--- src/rtl/snn_inference_ctrl.sv ---
// -----------------------------------------------------------------------------
// snn_inference_ctrl
//   Sequencer for one spiking-neural-network inference. A start request clears
//   the neurons and spike counters for one cycle, enables integration for
//   NUM_STEPS cycles, then scans the NUM_CLASSES spike counters, one per cycle,
//   to find the class with the most spikes. The result is held with done_o
//   until the consumer acknowledges it or starts the next inference.
//
// Ports
//   clk_i          : clock, rising edge
//   rst_ni         : asynchronous active-low reset
//   start_i        : begin an inference (accepted in IDLE and DONE)
//   abort_i        : cancel an inference in CLEAR/RUN/SCAN
//   ack_i          : consumer acknowledge of the result (DONE -> IDLE)
//   spike_counts_i : packed counts, class k at [k*COUNT_W +: COUNT_W]
//   clr_o          : one-cycle clear pulse to neurons/counters
//   run_o          : integration/counting enable
//   busy_o         : inference in progress (CLEAR, RUN, SCAN)
//   done_o         : result valid
//   class_o        : winning class index
//   max_count_o    : spike count of the winning class
// -----------------------------------------------------------------------------
module snn_inference_ctrl #(
    parameter int NUM_STEPS   = 64,
    parameter int NUM_CLASSES = 10,
    parameter int COUNT_W     = 8
) (
    input  logic                           clk_i,
    input  logic                           rst_ni,
    input  logic                           start_i,
    input  logic                           abort_i,
    input  logic                           ack_i,
    input  logic [NUM_CLASSES*COUNT_W-1:0] spike_counts_i,
    output logic                           clr_o,
    output logic                           run_o,
    output logic                           busy_o,
    output logic                           done_o,
    output logic [3:0]                     class_o,
    output logic [COUNT_W-1:0]             max_count_o
);

    localparam logic [7:0] LAST_STEP = 8'(NUM_STEPS - 1);
    localparam logic [3:0] LAST_IDX  = 4'(NUM_CLASSES - 1);

    typedef enum logic [2:0] {
        S_IDLE,
        S_CLEAR,
        S_RUN,
        S_SCAN,
        S_DONE
    } state_e;

    state_e             state_q,    state_d;
    logic [7:0]         step_q,     step_d;
    logic [3:0]         scan_idx_q, scan_idx_d;
    logic [COUNT_W-1:0] run_max_q,  run_max_d;
    logic [3:0]         run_idx_q,  run_idx_d;
    logic [3:0]         class_q,    class_d;
    logic [COUNT_W-1:0] max_q,      max_d;

    logic [COUNT_W-1:0] cur_count;
    logic               cur_gt;
    logic [COUNT_W-1:0] cand_max;
    logic [3:0]         cand_idx;

    // Running-max candidate for the counter addressed this scan cycle. Strictly
    // greater only, so on a tie the earlier (lower) index is kept.
    always_comb begin
        cur_count = spike_counts_i[32'(scan_idx_q) * COUNT_W +: COUNT_W];
        cur_gt    = (cur_count > run_max_q);
        cand_max  = cur_gt ? cur_count : run_max_q;
        cand_idx  = cur_gt ? scan_idx_q : run_idx_q;
    end

    always_comb begin
        // NOTE: every signal gets a hold default first so no path through the
        // case statement leaves it unassigned, which would infer a latch.
        state_d    = state_q;
        step_d     = step_q;
        scan_idx_d = scan_idx_q;
        run_max_d  = run_max_q;
        run_idx_d  = run_idx_q;
        class_d    = class_q;
        max_d      = max_q;

        case (state_q)
            S_IDLE: begin
                if (start_i) state_d = S_CLEAR;
            end
            S_CLEAR: begin
                if (abort_i) begin
                    state_d = S_IDLE;
                end else begin
                    state_d = S_RUN;
                    step_d  = '0;
                end
            end
            S_RUN: begin
                // Abort wins even on the final RUN cycle.
                if (abort_i) begin
                    state_d = S_IDLE;
                end else if (step_q == LAST_STEP) begin
                    state_d    = S_SCAN;
                    scan_idx_d = '0;
                    run_max_d  = '0;
                    run_idx_d  = '0;
                end else begin
                    step_d = step_q + 8'd1;
                end
            end
            S_SCAN: begin
                if (abort_i) begin
                    state_d = S_IDLE;
                end else begin
                    run_max_d = cand_max;
                    run_idx_d = cand_idx;
                    // The published result only changes on a completed scan,
                    // so an abort leaves the previous result visible.
                    if (scan_idx_q == LAST_IDX) begin
                        state_d = S_DONE;
                        class_d = cand_idx;
                        max_d   = cand_max;
                    end else begin
                        scan_idx_d = scan_idx_q + 4'd1;
                    end
                end
            end
            S_DONE: begin
                if (start_i)    state_d = S_CLEAR;
                else if (ack_i) state_d = S_IDLE;
            end
            default: state_d = S_IDLE;
        endcase
    end

    // NOTE: sequential state uses non-blocking assignments so every flop
    // samples the pre-edge value of its inputs, independent of statement order.
    always_ff @(posedge clk_i or negedge rst_ni) begin
        if (!rst_ni) begin
            state_q    <= S_IDLE;
            step_q     <= '0;
            scan_idx_q <= '0;
            run_max_q  <= '0;
            run_idx_q  <= '0;
            class_q    <= '0;
            max_q      <= '0;
        end else begin
            state_q    <= state_d;
            step_q     <= step_d;
            scan_idx_q <= scan_idx_d;
            run_max_q  <= run_max_d;
            run_idx_q  <= run_idx_d;
            class_q    <= class_d;
            max_q      <= max_d;
        end
    end

    // Pure decodes of the state register: no input reaches these outputs.
    assign clr_o       = (state_q == S_CLEAR);
    assign run_o       = (state_q == S_RUN);
    assign busy_o      = (state_q == S_CLEAR) || (state_q == S_RUN) || (state_q == S_SCAN);
    assign done_o      = (state_q == S_DONE);
    assign class_o     = class_q;
    assign max_count_o = max_q;

endmodule

--- config.mk ---
export PLATFORM = sky130hd
export DESIGN_NAME = snn_inference_ctrl
export DESIGN_NICKNAME = d
export VERILOG_FILES = /design/src/rtl/snn_inference_ctrl.sv
export SDC_FILE = /design/constraint.sdc
export NUM_CORES = 1
export LEC_CHECK = 0
export CAP_MARGIN = 20
export CORE_MARGIN = 4
export CORE_UTILIZATION = 49
export DETAILED_ROUTE_END_ITERATION = 8
export PLACE_DENSITY = 0.95
export SLEW_MARGIN = 20
export SYNTH_ARGS = -nofsm -noshare
export SYNTH_HDL_FRONTEND = slang
export SYNTH_SLANG_ARGS = --single-unit
export TNS_END_PERCENT = 20
--- constraint.sdc ---
create_clock -name clk_i -period 9.2 [get_ports clk_i]
set_clock_uncertainty 0.1 [all_clocks]
set_input_delay 0.92 -clock clk_i [delete_from_list [all_inputs] [get_ports clk_i]]
set_output_delay 0.92 -clock clk_i [all_outputs]
set_load 0.01 [all_outputs]
# Word level (Yosys, flattened, before mapping)
# Index checks and enable logic that the tools add are counted.
[word_totals]
output_inout_bits = 16
ramBits = 0
mem_bits_ro = 0
memories = 0
reg_bits = 39
word_cells = 64
inputBits = 85
latchBits = 0
[op_classes]
reduce_logical = 10
mux = 26
bitwise = 1
n_addsub = 2
div_mod_pow = 0
shift = 1
n_eq_ne = 16
n_mul = 0
n_lt_le_gt_ge = 1
[ops]
columns = ["operator", "count"]
rows = [
  ["$shiftx A80 B8 Y8", 1],
  ["$mux W8", 7],
  ["$pmux W8 S2", 2],
  ["$mux W4", 6],
  ["$mux W3", 7],
  ["$pmux W4 S2", 2],
  ["$pmux W3 S5", 1],
  ["$ne A2 B2 Y1 const B", 6],
  ["$reduce_and A4 Y1", 3],
  ["$add A8 B1 Y8 const B", 1],
  ["$eq A8 B6 Y1 const B", 1],
  ["$gt A8 B8 Y1", 1],
  ["$eq A3 B2 Y1 const B", 2],
  ["$ne A3 B3 Y1 const B", 2],
  ["$reduce_and A5 Y1", 1],
  ["$add A4 B1 Y4 const B", 1],
  ["$eq A4 B4 Y1 const B", 1],
  ["$reduce_bool A2 Y1", 2],
  ["$eq A3 B1 Y1 const B", 1],
  ["$eq A3 B3 Y1 const B", 1],
  ["$logic_not A3 Y1", 1],
  ["$ne A3 B2 Y1 const B", 1],
  ["$reduce_and A3 Y1", 1],
  ["$logic_or A1 B1 Y1", 2],
  ["other kinds (3)", 3],
]

# Depth between registers and ports, before layout
[logic_depth]
ltp_word = 5
ltp_mapped = 12
depth_no_buf = 9

# Least setup slack after synthesis
# Ideal clock, no wire load.
[synth_timing]
kind = "input to register"
from = "input spike_counts_i[26]"
to = "register run_idx_q[1]"
setup_ps = 79
path_slack_ps = 5964
required_time_ps = 9021
path_buffers = 1
cell_stages = 10
t_arrival_ps = 3057
cell_sequence = "mux4_2 o22ai_1 o22ai_1 ha_1 and4b_1 a211oi_1 o22ai_1 nand3_1 buf_2 mux2i_1"
[synth_via]
elab_chain_len = 5
[synth_lines]
columns = ["element", "line", "source"]
rows = [
  ["start: declaration", "33", "input logic [NUM_CLASSES*COUNT_W-1:0] spike_counts_i,"],
  ["$shiftx A80 B8 Y8", "69", "cur_count = spike_counts_i[32'(scan_idx_q) * COUNT_W +: COUNT_W];"],
  ["$gt A8 B8 Y1", "70", "cur_gt = (cur_count > run_max_q);"],
  ["$mux W4", "72", "cand_idx = cur_gt ? scan_idx_q : run_idx_q;"],
  ["$mux W4", "112", "if (abort_i) begin"],
  ["$pmux W4 S2", "86", "case (state_q)"],
  ["end signal: assignment", "152", "run_idx_q <= run_idx_d;"],
  ["end: declaration", "57", "logic [3:0] run_idx_q, run_idx_d;"],
]
# Every way passes these cells. The select of a mux whose other input is x is not followed.
# A chain may end at the register's enable or synchronous reset.

# Worst setup path after layout
[layout_timing]
from = "register scan_idx_q[0]"
to = "register run_idx_q[2]"
[layout_via]
elab_chain_len = 5
[layout_lines]
columns = ["element", "line", "source"]
rows = [
  ["start: declaration", "55", "logic [3:0] scan_idx_q, scan_idx_d;"],
  ["start signal: assignment", "150", "scan_idx_q <= scan_idx_d;"],
  ["$shiftx A80 B8 Y8", "69", ""],
  ["$gt A8 B8 Y1", "70", ""],
  ["$mux W4", "72", ""],
  ["$mux W4", "112", ""],
  ["$pmux W4 S2", "86", ""],
]
# Every way passes these cells. The select of a mux whose other input is x is not followed.

==> impl_results.md <==
- Status: complete, no violations
- Sw Share: between 30% and 40%
- Clock slew at reported path FFs: 80 ps
- Nets: 477
- Avg Inst Size Synth: around 9.5 um2
- Top_reg_cell synth: dfrtp_1
- Residual DRC: 0
- Largest net degree at the start of global routing: 41
- Die height: 82.88 um
- CTS tree: yes
- Htree depth: 2
- Clock network power share: 17.4%
- Critical Path End Type: flip-flop
- Max-cap violations: 0
- CP Data Required Time: 9300 ps
- Final worst-path cycle share: 42.24%
- Postcts setup bufs: 0
- FMAX: 257.3 MHz
- Starting Density: 50.21%
- # setup viols final: 0
- Vias in the first global route: 2726
- Layout cells sized above 1: 10.99%
- Root Buffer: clkbuf_8
- IO buf count: 100
- Critical path's slowest cell: dfrtp_2
- First-pass GRT wire length: approximately 12000 um
- Comb power frac: roughly 52%
- Synth Area in Adders: 5.009%
- I/O pins: a little over 100
- Synth cell types: 48
- Cell type with the largest total area after synthesis: dfrtp_1
- CTS resizes: 0
- Total number of vias: 2607
- Clock Sinks: 39
- Slowest stage delay, CP: 980 ps
- Seq/Total Area, Yosys: 35.52%
- Min Clock Period, post-route: 3886 ps
- Syn Nets: 386
- Slew margin rel.: 37.14%
- Die area: just under 0.007 mm2
- Crit path cell chain: mux4_2 -> o22ai_1 -> o22ai_1 -> ha_1 -> and4b_1 -> a211oi_1 -> o22ai_1 -> nand3_1 -> mux2i_1
- Clk Latency, worst-skew pair: 300 ps
- GP Congestion: approximately 0.83
- Area of the core: between 0.005 and 0.006 mm2
- Crit start category: flip-flop
- Register share of total power: 30.3%
- Global Route Usage Sum: 21.70%
- Die Width: 82.88 um
- Syn-to-layout area delta: 42.67%
- Largest cells by area after synthesis: dfrtp_1, mux2i_1, mux4_2, mux2_2, nand2_1
- CTS Buffer Depth: 2
- Hold buffer count at cts: 0
- Mapped Area: 0.002748 mm2
- Remaining Overflow, GRT: 0
- Cells after synthesis: 290
- Final hold vios: 0
- Switch Pwr: 0.3883 mW
- Post-synthesis compound-gate area fraction: 14.98%
- Setup_tns: 0 ps
- R2R cell count: 9
- Post-synth ARST share: between 90% and 100%
- Crit path DAT: 3990 ps
- TritonCTS Buffers: 5
- Post-Synth Simple-Gate Area: 16.62%
- FP Rows: 27
- Via-to-Cell Ratio: 5.742
- Synth Register Bits: 39
- Most frequent CP cell: o22ai_1
- Internal power: 0.6014 mW
- Antenna viol nets, final: 0
- HP Class: flip-flop to flip-flop
- Synth Area in XOR/XNOR: 1.275%
- Post-synth EDFFs: 0
- Synth warn: 0
- CP Class: flip-flop to flip-flop
- Initial antenna violation count: 0
- Largest family of logic cells by synthesized area: multiplexers
- Initial DRT Pass Iterations: 4
- Power per cell area: 252.5 mW/mm2
- CP max FO: 40
- Post-DR wirelength/cell: 16.47 um
- Slew @ Worst Pin: 942.9 ps
- WL final: 7476 um
- Power, Total: 0.9896 mW
- Pins Over Slew Limit: 0
- 1st-iter DRT viols: 153
- Leakage: 1.632 nW
- RSZ-0062 raised after global routing: no
- Post-synthesis mux area share: 20.72%
- Hold depth: 2
- Worst vdd ir: 0.1720 mV
- Area share of the largest cell type after synthesis: 35.52%
- DP HPWL: 5844 um
- Antenna cells: 0
## layer usage
layer | part of all wire, % | up-vias | global-route usage [%]
li1 | - | 1247 | -
met1 | 40 | 1239 | 25.06
met2 | 52 | 102 | 39.58
met3 | 6.2 | 19 | 4.663
met4 | 2.3 | 0 | 7.132
met5 | 0 | - | 0
## area by class of cell
cell class,instances,area (um2)
clock inverter,3,67.56
sequential,39,977.2
clock buffer,5,68.82
timing repair buffer,102,1016
inverter,21,78.83
multi-input combinational,212,1622
fill,396,1553
tap,72,90.09
## final timing paths
kind | slack (ps) | from | endpoint
setup / recovery | 5310 | scan_idx_q[0] | run_idx_q[2]
hold / removal | 380 | class_o[1] | class_o[1]
setup reg to reg | 5310 | scan_idx_q[0] | run_idx_q[2]
hold reg to reg | 380 | class_o[1] | class_o[1]
max in group asynchronous | 7720 | rst_ni | scan_idx_q[0]
min in group asynchronous | 940 | rst_ni | scan_idx_q[0]
## worst max-delay path: cells and delay by family (launching register included)
family          cells  cell delay (ps)
flops               1              980
compound gates      4              550
simple gates        2              790
mux                 2              970
fa+ha+maj           1              370
## power groups by stage
stage	logic [mW]	registers [mW]	clock network, mW
after global routing	0.566	0.312	0.181
after CTS	0.516	0.301	0.172
after detailed placement	0.506	0.304	0
final	0.517	0.300	0.172
after floorplan	0.372	0.265	0
after global placement	0.487	0.300	0
## cell usage after synthesis (2+ instances only)
master	n
o22ai_1	17
a211oi_1	2
nand2_1	38
nand2b_1	3
mux2i_1	22
xnor2_1	4
mux4_2	8
o31ai_1	2
o311ai_0	2
nor2_1	10
or3_1	2
and3_1	2
buf_2	6
o21ai_0	16
nand3_1	13
dfrtp_1	39
o311ai_1	5
nor3b_1	2
nor2b_1	2
nor3_1	4
mux2_2	15
nand4_1	2
ha_1	11
clkbuf_1	9
buf_4	2
inv_1	21
a21oi_1	7
nand3b_1	3
a21o_1	2
## stage by stage
step                      cells  cell area, um2  util [%]  hold slack, ps  setup WS (ps)
final                       454            3920     71.63           382.3           5314
after global routing        454            3920     71.63           409.7           5040
after CTS                   454            3909     71.42           391.0           5347
after detailed placement    446            3772     68.93           372.7           5138
after global placement      446            3772     68.93           351.8           5264
after floorplan             290            2748         -           382.1           5964
## placed cells by master, fill, tap and decap left out, types with 3 or more instances in the layout
cell	synthesis	layout
a21oi_1	7	7
clkbuf_8	0	5
clkdlybuf4s50_1	0	100
dfrtp_1	39	38
ha_1	11	11
inv_1	21	21
mux2_2	15	15
mux2i_1	22	22
mux4_2	8	8
nand2_1	38	38
nand2b_1	3	3
nand3_1	13	13
nand3b_1	3	3
nor2_1	10	10
nor3_1	4	4
o21ai_0	16	16
o22ai_1	17	17
o311ai_1	5	5
xnor2_1	4	4
## flip-flops by register name, summed over array words and instances, names as in the netlist
name	flops
scan_idx_q	4
max_count_o	8
step_q	8
state_q	3
class_o	4
run_idx_q	4
run_max_q	8
## logic make-up (layout without fill, tap and decap cells)
kind of cell | Yosys count | in the layout
muxes | 45 | 45
and+or+nand+nor | 90 | 90
xor gates and xnor gates | 4 | 4
AOI/OAI and AO/OA | 62 | 62
DFF | 39 | 39
adders and majority gates | 11 | 11
buffers and inverters | 39 | 131
Power figures use the tool's default switching activity.
